**src/rtl/alu_operand_arbiter.sv**
```systemverilog
// Round-robin packet arbiter for the shared operand mux. It grants one requester per whole packet.
// There is a 1-cycle arbitration bubble per packet and 1-cycle data latency. Readies depend only on registered state, y_ready and rst.
module alu_operand_arbiter #(
  parameter int WIDTH = 8
) (
  input  logic             clk,
  input  logic             rst,
  input  logic             g_valid,
  input  logic [WIDTH-1:0] g_data,
  input  logic             g_last,
  output logic             g_ready,
  input  logic             h_valid,
  input  logic [WIDTH-1:0] h_data,
  input  logic             h_last,
  output logic             h_ready,
  output logic             Op,
  output logic             y_valid,
  output logic [WIDTH-1:0] y_data,
  output logic             y_last,
  input  logic             y_ready
);

  typedef enum logic {IDLE = 1'b0, OWN = 1'b1} state_t;

  state_t           state_q, state_d;
  logic             owner_q, owner_d;
  logic             prio_q, prio_d;
  logic             y_valid_q, y_valid_d;
  logic             y_last_q, y_last_d;
  logic [WIDTH-1:0] y_data_q, y_data_d;

  logic             out_free;
  logic             own_ready;
  logic             own_valid;
  logic             own_last;
  logic [WIDTH-1:0] own_data;
  logic             xfer;
  logic             winner;

  // Ready never looks at any valid input, so the requesters see no combinational loop.
  always_comb begin
    out_free  = !y_valid_q || y_ready;
    own_ready = (state_q == OWN) && out_free && !rst;
    own_valid = owner_q ? h_valid : g_valid;
    own_data  = owner_q ? h_data  : g_data;
    own_last  = owner_q ? h_last  : g_last;
    xfer      = own_valid && own_ready;
    winner    = (g_valid && h_valid) ? prio_q : h_valid;
  end

  assign g_ready = own_ready && !owner_q;
  assign h_ready = own_ready &&  owner_q;

  always_comb begin
    state_d   = state_q;
    owner_d   = owner_q;
    prio_d    = prio_q;
    y_valid_d = y_valid_q;
    y_data_d  = y_data_q;
    y_last_d  = y_last_q;

    if (y_valid_q && y_ready) begin
      y_valid_d = 1'b0;
    end

    if (state_q == IDLE) begin
      if (g_valid || h_valid) begin
        owner_d = winner;
        state_d = OWN;
      end
    end else if (xfer) begin
      y_valid_d = 1'b1;
      y_data_d  = own_data;
      y_last_d  = own_last;
      if (own_last) begin
        state_d = IDLE;
        prio_d  = ~owner_q;
      end
    end
  end

  always_ff @(posedge clk) begin
    if (rst) begin
      state_q   <= IDLE;
      owner_q   <= 1'b0;
      prio_q    <= 1'b0;
      y_valid_q <= 1'b0;
      y_data_q  <= '0;
      y_last_q  <= 1'b0;
    end else begin
      state_q   <= state_d;
      owner_q   <= owner_d;
      prio_q    <= prio_d;
      y_valid_q <= y_valid_d;
      y_data_q  <= y_data_d;
      y_last_q  <= y_last_d;
    end
  end

  assign Op      = owner_q;
  assign y_valid = y_valid_q;
  assign y_data  = y_data_q;
  assign y_last  = y_last_q;

endmodule

```
**config.mk**
```make
export PLATFORM = sky130hd
export DESIGN_NAME = alu_operand_arbiter
export DESIGN_NICKNAME = d
export VERILOG_FILES = /design/src/rtl/alu_operand_arbiter.sv
export SDC_FILE = /design/constraint.sdc
export NUM_CORES = 1
export LEC_CHECK = 0
export BUFFER_PORTS_ARGS = -buffer_cell sky130_fd_sc_hd__buf_2
export CAP_MARGIN = 15
export CORE_UTILIZATION = 45
export DETAILED_ROUTE_END_ITERATION = 8
export PLACE_DENSITY = 0.78
export SLEW_MARGIN = 25
export SYNTH_ARGS = -nofsm -noshare
export SYNTH_HDL_FRONTEND = slang
export SYNTH_SLANG_ARGS = --single-unit
```
**constraint.sdc**
```tcl
create_clock -name clk -period 1.56 [get_ports clk]
set_input_delay 0.312 -clock clk [delete_from_list [all_inputs] [get_ports clk]]
set_output_delay 0.312 -clock clk [all_outputs]
set_load 0.01 [all_outputs]
```
==> results of run 1 <==
## per-stage QoR
stage	util [%]	hold slack, ns	setup WS [ns]	cell area, µm²	instances
3_3_place_gp	61.9	0.457	0.236	965	128
3_5_place_dp	61.9	0.464	0.185	965	128
5_1_grt	63.6	0.314	0.0220	992	132
4_1_cts	63.6	0.293	0.0327	991	132
2_1_floorplan	-	0.391	0.262	769	77
6_report	63.6	0.308	0.0886	992	132
## path summary, 6_finish.rpt
kind                  startpoint                  end
max reg2reg      Op$_SDFFE_PP0P_  prio_q$_SDFFE_PP0P_
max           state_q$_SDFF_PP0_              h_ready
min                          rst   y_valid$_SDFF_PP0_
min reg2reg  prio_q$_SDFFE_PP0P_  prio_q$_SDFFE_PP0P_
## area by class of cell
type,instances,area share (%)
inverter,4,1.51
sequential,13,26.4
clock buffer,4,2.65
multi-input combinational,53,44.5
tap,16,2.02
timing repair buffer,42,23.0
## worst max-delay path: cells and delay by family (launching register included)
family | cells | cell delay, ns
simple gates | 2 | 0.33
buf+inv | 1 | 0.12
flops | 1 | 0.43
## metal layers
layer  vias to the layer above  global-route usage [%]  share of wire [%]
li1                        373                       -                  -
met1                       360                    27.1                 44
met2                        22                    35.5                 50
met3                         2                    2.50                4.5
met4                         0                    13.1                1.0
met5                         -                       0                  0
## cell families after synthesis
logic type             count (synthesis)
AO/OA/AOI/OAI                         16
buffers and inverters                 11
AND/OR/NAND/NOR                       26
flip-flops                            13
multiplexers                          11
## what timing repair did
action	4_1_cts	5_1_grt
hold endpoints to repair	0	0
buffers inserted	0	0
setup endpoints to repair	0	2
resized for setup	0	1
## placed cells by master (no fill, tap or decap), types with 2 or more instances in the layout
cell type / netlist / layout
a31oi_1: 8 / 8
buf_4: 1 / 7
a21oi_1: 3 / 3
dfxtp_1: 13 / 12
inv_1: 4 / 4
mux2_4: 6 / 6
nor4_1: 7 / 7
clkbuf_4: 0 / 3
buf_2: 2 / 35
nor4_2: 2 / 2
nor3_1: 9 / 9
nand2b_1: 2 / 2
mux2_2: 4 / 4
## power groups by stage
stage               Clock, mW  Combinational [mW]  Sequential, mW
floorplan                   0               0.119           0.375
global placement            0               0.187           0.370
detailed placement          0               0.191           0.371
CTS                     0.220               0.192           0.363
global route            0.234               0.207           0.367
finish                  0.211               0.192           0.364
## state kept, by name (all words and copies together), names as in the netlist
signal / count
state_q: 1
y_valid: 1
prio_q: 1
y_last: 1
Op: 1
y_data: 8
==> summary.txt, run 1 <==
Run status
  – Run status: finished, violations left
  – Violated checks: DRC

Clocking
  – Post-CTS clock slew at the launch and capture registers of the worst setup and hold paths: ~0.080 ns
  – CTS Buf Count: 3
  – TritonCTS clock tree: built
  – Clock latency of the later-clocked register in the worst-skew pair: 0.27 ns
  – Maximum buffer depth of the clock tree: 2
  – Number of H-tree levels: 1
  – Number of sinks driven by the clock tree: 13
  – Root Buffer Master: clkbuf_4
  – Post-CTS Hold Fix Bufs: 0

Synthesis
  – Gate Count Post-Synth: a little under 80
  – Most used DFF post-synth: dfxtp_1
  – Post-synth cell types: 28
  – Synth Area in XOR/XNOR: 0%
  – Synth top area cells: dfxtp_1, mux2_4, a31oi_1
  – Ys Warns: 0
  – Compound-gate portion of the synthesized area: 14.0%
  – Adder and majority cell fraction of the synthesized area: 0%
  – Most frequently used cell type in the post-synthesis netlist: dfxtp_1
  – Async SR Flop Fraction: 0%
  – Synth cell count leaders: dfxtp_1, nor3_1, a31oi_1
  – Syn Area/Cell: approximately 10 µm²
  – Share of synthesized cell area in and, or, nand and nor gates: a little under a quarter
  – Cell type with the highest aggregate area in the netlist: dfxtp_1
  – Synthesized Nets: 100
  – Post-synth EDFFs: 0
  – Fraction of synthesized area in multiplexers: 20.5%
  – Synth Register Bits: 13
  – Portion of synthesized cell area occupied by the leading cell type: 33.8%
  – Cell area after synthesis: between 700 and 800 µm²
  – Largest family of logic cells by synthesized area: simple AND/OR/NAND/NOR gates
  – Sequential area share after synthesis: 33.8%

Timing
  – Worst-Margin Slew: 0.368 ns
  – Unrepaired setup endpoints after global routing: false
  – Worst Clk Skew: 0.000981 ns
  – Slew HR: 74.9%
  – Achievable clock frequency: 0.680 GHz
  – Number of hold-slack violations in the final timing report: 0
  – Number of setup violations in the final report: 0
  – Period utilization: between 90 and 100%
  – Min Tclk post-route: 1.47 ns
  – Max-slew violations: 0
  – Total negative setup slack: 0 ns

Place
  – Placer congestion estimate: 0.795
  – Detailed-placement wirelength estimate: 1.40 mm
  – Number of port buffers: 35

Critical path
  – Worst-path maximum fanout: 5
  – Critical path endpoint category: output port
  – Master of the slowest instance on the critical path: dfxtp_1
  – Depth of the worst register-to-register path: 4
  – Highest cell delay on the worst timing path: roughly 0.43 ns
  – Required time worst endpoint: 1.25 ns
  – Series of cell instances along the critical path: and2b_1 > and3_2 > buf_2
  – Critical path data arrival time: 1.16 ns
  – Reg-to-reg setup timing slack: 0.25 ns
  – Crit start category: flop
  – Type of the worst setup path: reg2out

Global route
  – Vias in the first global route: 679
  – Number of antenna violations at the first check in global routing: 0
  – First-pass GRT wire length: 2.95 mm
  – Leftover overflow at the end of global routing: 0
  – Maximum number of pins on one net before global-route repair: 12
  – All-layer global routing usage: ~22%

Finish
  – Filler cells: 141
  – Area delta synth->final: 28.9%
  – Area used by multi-input combinational logic: 442 µm²
  – Diodes inserted: 0
  – Storage element area: approximately 260 µm²
  – Fraction of layout instances using a drive strength above 1: a little over half
  – Final layout net count: 140

Power and ir drop
  – Leakage: ~0.44 nW
  – Total power divided by cell area: 772 nW/µm²
  – IR drop worst, VDD: 0.000375 V
  – Final total power: around 770 µW
  – Sequential share of power: 47.5%
  – Switching share of total power: roughly 29%
  – Switching power: 218 µW
  – Internal power: 548 µW
  – Power share of the combinational group: 25.0%
  – Clock share of power: 27.5%

Floorplan
  – Core area: roughly 1600 µm²
  – Overall die area: approximately 1900 µm²
  – Initial standard-cell utilization of the core: 49.4%
  – Die outline height: 43.4 µm
  – Count of pins on the block boundary: 36
  – X dimension of the die: between 40 and 50 µm
  – Number of rows in the core area: 14

Hold path
  – Hold Crit Class: in2reg
  – Worst hold path depth: 2

Detailed routing
  – Number of iterations in the first detailed-routing pass: 5
  – Via density per instance: 5.73
  – Number of nets with antenna violations after routing: 0
  – Aggregate routed wire length: about 1.9 mm
  – Number of vias after detailed routing: approximately 760
  – Drt initial violations: 11
  – Post-route DRC violation count: 4
  – Final routed wire length divided by cell count: 14.2 µm

Flow run
  – Number of maximum-capacitance constraint violations: 0
No activity file was read; power rests on OpenSTA's default activity.
==> run 2: changes to the inputs <==
BUFFER_PORTS_ARGS = unset   (was -buffer_cell sky130_fd_sc_hd__buf_2)
CORE_ASPECT_RATIO = 0.7   (was unset)
CORE_UTILIZATION = 25   (was 45)
DONT_BUFFER_PORTS = 1   (was unset)
PLACE_DENSITY = unset   (was 0.78)
==> run 2 against run 1 <==
Effect of this change:
- the run now ends clean
- sequential share of layout area rose by 3.7 points
- final area fell by 13%
- non-clock buffer count fell by 36
- cell count fell by 12%
- worst setup slack got worse by 0.0040 ns
- wire length rose by 1.1%
- flip-flop and latch count did not move
- global-route usage fell by 8.9 points
==> summary.txt, run 2 (same netlist as run 1, synthesis figures left out) <==
Finish
  – Final non-filler cell area: 865 µm² (-13%)
  – Diodes inserted: 0 (unchanged)
  – Non-filler cells, final: 116 (-12%)
  – Max FFs per register: 8 (unchanged)
  – Final layout net count: 104 (-26%)
  – Most frequent standard cell in the layout excluding fill and tap cells: dfxtp_1
  – Fraction of layout instances using a drive strength above 1: 31.3% (-22 points)
  – Area delta synth->final: 12.4%
  – Leading cell types in the layout, fill and taps excluded: dfxtp_1, nor3_1, a31oi_1, nor4_1, mux2_4

Floorplan
  – Core area: 2860 µm² (+84%)
  – Overall die area: 3310 µm² (+76%)
  – Count of pins on the block boundary: 36 (unchanged)
  – Die outline height: 48.4 µm (+12%)
  – X dimension of the die: 68.3 µm (+58%)
  – Number of rows in the core area: 16 (+2)
  – Initial standard-cell utilization of the core: 26.9% (-22 points)

Hold path
  – Hold Crit Class: in2reg

Timing
  – Period utilization: 94.6% (+0.25 points)
  – Slew HR: 71.8% (-3.2 points)
  – Worst-Margin Slew: 0.420 ns (+0.0521 ns)
  – Worst Clk Skew: 0.00138 ns (+0.000402 ns)
  – Number of setup violations in the final report: 0 (unchanged)
  – Achievable clock frequency: 0.678 GHz (-0.27%)
  – Min Tclk post-route: 1.48 ns (+0.00395 ns)
  – Unrepaired setup endpoints after global routing: false
  – Number of hold-slack violations in the final timing report: 0 (unchanged)
  – Max-slew violations: 0 (unchanged)
  – Total negative setup slack: 0 ns (unchanged)

Clocking
  – Number of H-tree levels: 1 (unchanged)
  – Number of sinks driven by the clock tree: 13 (unchanged)
  – Clock latency of the later-clocked register in the worst-skew pair: 0.24 ns (-0.03 ns)
  – Number of buffers inserted to repair setup after CTS: 0 (unchanged)
  – Maximum buffer depth of the clock tree: 2 (unchanged)
  – Post-CTS Hold Fix Bufs: 0 (unchanged)
  – Cts repair resizes: 0 (unchanged)
  – TritonCTS clock tree: built
  – Post-CTS clock slew at the launch and capture registers of the worst setup and hold paths: 0.05 ns (-0.03 ns)
  – CTS Buf Count: 3 (unchanged)
  – Root Buffer Master: clkbuf_8

Power and ir drop
  – Internal power: 601 µW (+9.8%)
  – Switching power: 201 µW (-7.9%)
  – Power share of the combinational group: 17.3% (-7.7 points)
  – IR drop worst, VDD: 0.000209 V (-44%)
  – Total power divided by cell area: 928 nW/µm² (+20%)
  – Leakage: 0.291 nW (-34%)
  – Clock share of power: 36.4% (+8.9 points)
  – Sequential share of power: 46.4% (-1.1 points)
  – Switching share of total power: 25.1% (-3.4 points)

Global route
  – Number of antenna violations at the first check in global routing: 0 (unchanged)
  – First-pass GRT wire length: 3.07 mm (+4.0%)
  – Maximum number of pins on one net before global-route repair: 16 (+4)
  – All-layer global routing usage: 12.7% (-8.9 points)
  – Leftover overflow at the end of global routing: 0 (unchanged)
  – Vias in the first global route: 624 (-8.1%)

Detailed routing
  – Post-route DRC violation count: 0 (-4)
  – Number of vias after detailed routing: 610 (-19%)
  – Number of nets with antenna violations after routing: 0 (unchanged)
  – Via density per instance: 5.26 (-8.3%)
  – Number of iterations in the first detailed-routing pass: 4 (-1)
  – Aggregate routed wire length: 1.90 mm (+1.1%)
  – Final routed wire length divided by cell count: 16.4 µm (+15%)
  – Drt initial violations: 37 (+26)

Critical path
  – Crit-path leading delay family: simple AND/OR/NAND/NOR gates
  – Critical path endpoint category: output port
  – Critical path data arrival time: 1.16 ns (about the same)
  – Highest cell delay on the worst timing path: 0.38 ns (-0.05 ns)
  – Required time worst endpoint: 1.25 ns (about the same)
  – Worst-path maximum fanout: 6 (+1)
  – Critical path buffer and inverter count: 0 (-1)
  – Master of the slowest instance on the critical path: dfxtp_1
  – Series of cell instances along the critical path: and2b_1 > and3_2
  – Crit start category: flop
  – Type of the worst setup path: reg2out

Place
  – Placer congestion estimate: 0.739 (-7.1%)
  – Number of port buffers: 0 (-100%)
  – Post-Place Cells: 112 (-13%)
  – Detailed-placement wirelength estimate: 1.43 mm (+2.0%)
  – Area after detailed placement: 820 µm² (-15%)

Flow run
  – Number of maximum-capacitance constraint violations: 0 (unchanged)

Run status
  – Run status: finished clean
==> run 2: layout make-up <==
| cell class | count | area, µm² |
|---|---|---|
| inverter | 4 | 15.0 |
| fill | 294 | 2000 |
| timing repair buffer | 6 | 57.6 |
| clock buffer | 4 | 45.0 |
| sequential | 13 | 260 |
| tap | 36 | 45.0 |
| multi-input combinational | 53 | 442 |
==> run 2: worst reg2reg max path, delay by kind of cell (launching register included) <==
family          cells  cell delay [ns]
buf+inv             1             0.17
compound gates      1             0.19
flops               1             0.38
mux                 1             0.40
simple gates        1             0.10
==> run 2: routing by layer <==
metal / vias up / track usage (%) / wire [µm]
li1: 302 / - / -
met1: 283 / 14.9 / 837
met2: 23 / 20.4 / 883
met3: 2 / 4.01 / 158
met4: 0 / 6.25 / 19
met5: - / 0 / 0
==> run 2: worst paths after layout <==
| path | from | end | slack (ns) | depth (start not counted) |
|---|---|---|---|---|
| setup / recovery | state_q$_SDFF_PP0_ | h_ready | 0.08 | 2 |
| hold / removal | rst | prio_q$_SDFFE_PP0P_ | 0.14 | 1 |
| setup reg to reg | Op$_SDFFE_PP0P_ | prio_q$_SDFFE_PP0P_ | 0.24 | 4 |
| hold reg to reg | prio_q$_SDFFE_PP0P_ | prio_q$_SDFFE_PP0P_ | 0.46 | 2 |
==> run 2: stage by stage <==
step / total power [mW] / utilization (%) / setup WS [ns] / hold WS (ns)
4_1_cts: 0.809 / 30.2 / 0.0804 / 0.130
3_5_place_dp: 0.518 / 28.6 / 0.255 / 0.382
6_report: 0.802 / 30.2 / 0.0846 / 0.138
5_1_grt: 0.849 / 30.2 / 0.0341 / 0.118
2_1_floorplan: 0.494 / - / 0.262 / 0.391
3_3_place_gp: 0.512 / 28.6 / 0.302 / 0.380
==> run 2: power groups by stage <==
| stage | logic [mW] | registers (mW) | clock network, mW |
|---|---|---|---|
| 2_1_floorplan | 0.119 | 0.375 | 0 |
| 3_3_place_gp | 0.133 | 0.379 | 0 |
| 3_5_place_dp | 0.139 | 0.380 | 0 |
| 4_1_cts | 0.139 | 0.373 | 0.297 |
| 5_1_grt | 0.151 | 0.375 | 0.324 |
| 6_report | 0.139 | 0.372 | 0.292 |
==> run 3: changes to the inputs <==
CORE_ASPECT_RATIO = 0.6   (was 0.7)
SETUP_SLACK_MARGIN = 0.1   (was unset)
==> run 3 against run 2 <==
Effect of this change:
- clock power up 5%
- final area increased by 2.5%
- global-route usage shrank 0.94 points
- fmax is 4.2% higher
- die area is 0.12% higher
- total power increased by 2.0%
- worst setup slack better by 0.060 ns
- sequential share of layout area is 0.72 points lower
- combinational power is essentially flat
- critical path depth did not move
- sequential power hardly changed
- clock-buffer cell count stayed put
- critical path type unchanged
==> summary.txt, run 3 (same netlist as run 1, synthesis figures left out) <==
Detailed routing
  – Post-route DRC violation count: 0 (unchanged)
  – Drt initial violations: 32 (-14%)
  – Final routed wire length divided by cell count: 14.7 µm (-10%)
  – Aggregate routed wire length: 1.81 mm (-4.6%)
  – Number of iterations in the first detailed-routing pass: 4 (unchanged)
  – Number of nets with antenna violations after routing: 0 (unchanged)
  – Via density per instance: 5.18 (-1.5%)
  – Number of vias after detailed routing: 637 (+4.4%)

Critical path
  – Worst-path maximum fanout: 12 (+6)
  – Crit start category: flop
  – Type of the worst setup path: reg2out
  – Crit-path leading delay family: simple AND/OR/NAND/NOR gates
  – Required time worst endpoint: 1.25 ns (about the same)
  – Series of cell instances along the critical path: buf_12 > nor3_1
  – Critical path buffer and inverter count: 1 (+1)
  – Master of the slowest instance on the critical path: nor3_1
  – Highest cell delay on the worst timing path: 0.36 ns (-0.02 ns)
  – Critical path endpoint category: output port
  – Critical path data arrival time: 1.10 ns (-0.06 ns)

Flow run
  – Number of maximum-capacitance constraint violations: 0 (unchanged)

Finish
  – Final non-filler cell area: 886 µm² (+2.5%)
  – Fraction of layout instances using a drive strength above 1: 35.8% (+4.6 points)
  – Final layout net count: 105 (+0.96%)
  – Diodes inserted: 0 (unchanged)
  – Leading cell types in the layout, fill and taps excluded: dfxtp_1, nor3_1, a31oi_1, nor4_1
  – Max FFs per register: 8 (unchanged)
  – Area delta synth->final: 15.1%
  – Most frequent standard cell in the layout excluding fill and tap cells: dfxtp_1

Timing
  – Number of hold-slack violations in the final timing report: 0 (unchanged)
  – Number of setup violations in the final report: 0 (unchanged)
  – Period utilization: 90.7% (-3.8 points)
  – Achievable clock frequency: 0.706 GHz (+4.2%)
  – Total negative setup slack: 0 ns (unchanged)
  – Unrepaired setup endpoints after global routing: false
  – Max-slew violations: 0 (unchanged)
  – Min Tclk post-route: 1.42 ns (-0.0599 ns)
  – Slew HR: 74.2% (+2.4 points)
  – Worst-Margin Slew: 0.384 ns (-0.0364 ns)
  – Worst setup slack after layout: 0.144 ns (+0.0599 ns)
  – Worst Clk Skew: 0.00325 ns (+0.00187 ns)

Global route
  – Vias in the first global route: 547 (-12%)
  – Number of antenna violations at the first check in global routing: 0 (unchanged)
  – Leftover overflow at the end of global routing: 0 (unchanged)
  – Maximum number of pins on one net before global-route repair: 16 (unchanged)
  – First-pass GRT wire length: 2.77 mm (-9.9%)
  – All-layer global routing usage: 11.8% (-0.94 points)

Clocking
  – CTS Buf Count: 3 (unchanged)
  – Maximum buffer depth of the clock tree: 2 (unchanged)
  – Number of buffers inserted to repair setup after CTS: 0 (unchanged)
  – Root Buffer Master: clkbuf_8
  – Post-CTS Hold Fix Bufs: 0 (unchanged)
  – Post-CTS clock slew at the launch and capture registers of the worst setup and hold paths: 0.06 ns (about the same)
  – Number of H-tree levels: 1 (unchanged)
  – Cts repair resizes: 0 (unchanged)
  – Number of sinks driven by the clock tree: 13 (unchanged)
  – Clock latency of the later-clocked register in the worst-skew pair: 0.25 ns (about the same)
  – TritonCTS clock tree: built

Run status
  – Run status: finished clean

Place
  – Placement-stage worst setup slack: 0.256 ns (+0.00182 ns)
  – Number of port buffers: 0 (unchanged)
  – Placer congestion estimate: 0.856 (+16%)
  – Detailed-placement wirelength estimate: 1.42 mm (-0.57%)
  – Area after detailed placement: 835 µm² (+1.8%)

Floorplan
  – Die outline height: 45.0 µm (-7.1%)
  – Number of rows in the core area: 15 (-1)
  – Core area: 2890 µm² (+0.96%)
  – Initial standard-cell utilization of the core: 26.6% (-0.26 points)
  – Count of pins on the block boundary: 36 (unchanged)
  – Overall die area: 3310 µm² (+0.12%)
  – X dimension of the die: 73.6 µm (+7.8%)

Power and ir drop
  – Total power divided by cell area: 924 nW/µm² (-0.46%)
  – Leakage: 0.297 nW (+2.0%)
  – IR drop worst, VDD: 0.000369 V (+76%)

Hold path
  – Hold Crit Class: in2reg
-- run 3: power breakdown --
group	switching [mW]	total, mW	internal, mW
Combinational	0.0677	0.140	0.0723
Sequential	0.0203	0.371	0.351
Clock	0.126	0.307	0.181
Total	0.214	0.818	0.604
-- run 3: layout make-up --
type,instances,area [µm²]
clock buffer,4,45.0
fill,309,2000
inverter,4,15.0
multi-input combinational,53,448
sequential,13,260
tap,42,52.6
timing repair buffer,7,65.1
-- run 3: worst paths after layout --
kind | endpoint | cells past startpoint | start | slack [ns]
worst min register to register | prio_q$_SDFFE_PP0P_ | 2 | prio_q$_SDFFE_PP0P_ | 0.47
worst max register to register | y_data[6]$_SDFFE_PP0P_ | 4 | Op$_SDFFE_PP0P_ | 0.22
worst min-delay path | Op$_SDFFE_PP0P_ | 1 | rst | 0.13
worst max-delay path | g_ready | 2 | Op$_SDFFE_PP0P_ | 0.14
-- run 3: layer usage --
metal  wire (µm)  global-route usage (%)  vias up
met4           0                    3.46        0
met1         823                    18.0      294
met3         265                    6.03        0
li1            -                       -      301
met5           0                       0        -
met2         724                    13.4       42
-- run 3: per-stage QoR --
step | util (%) | hold slack (ns) | std cells | total power [mW]
2_1_floorplan | - | 0.391 | 77 | 0.494
3_3_place_gp | 28.9 | 0.380 | 119 | 0.515
3_5_place_dp | 28.9 | 0.379 | 119 | 0.517
4_1_cts | 30.4 | 0.117 | 123 | 0.828
5_1_grt | 30.6 | 0.109 | 123 | 0.860
6_report | 30.6 | 0.127 | 123 | 0.818
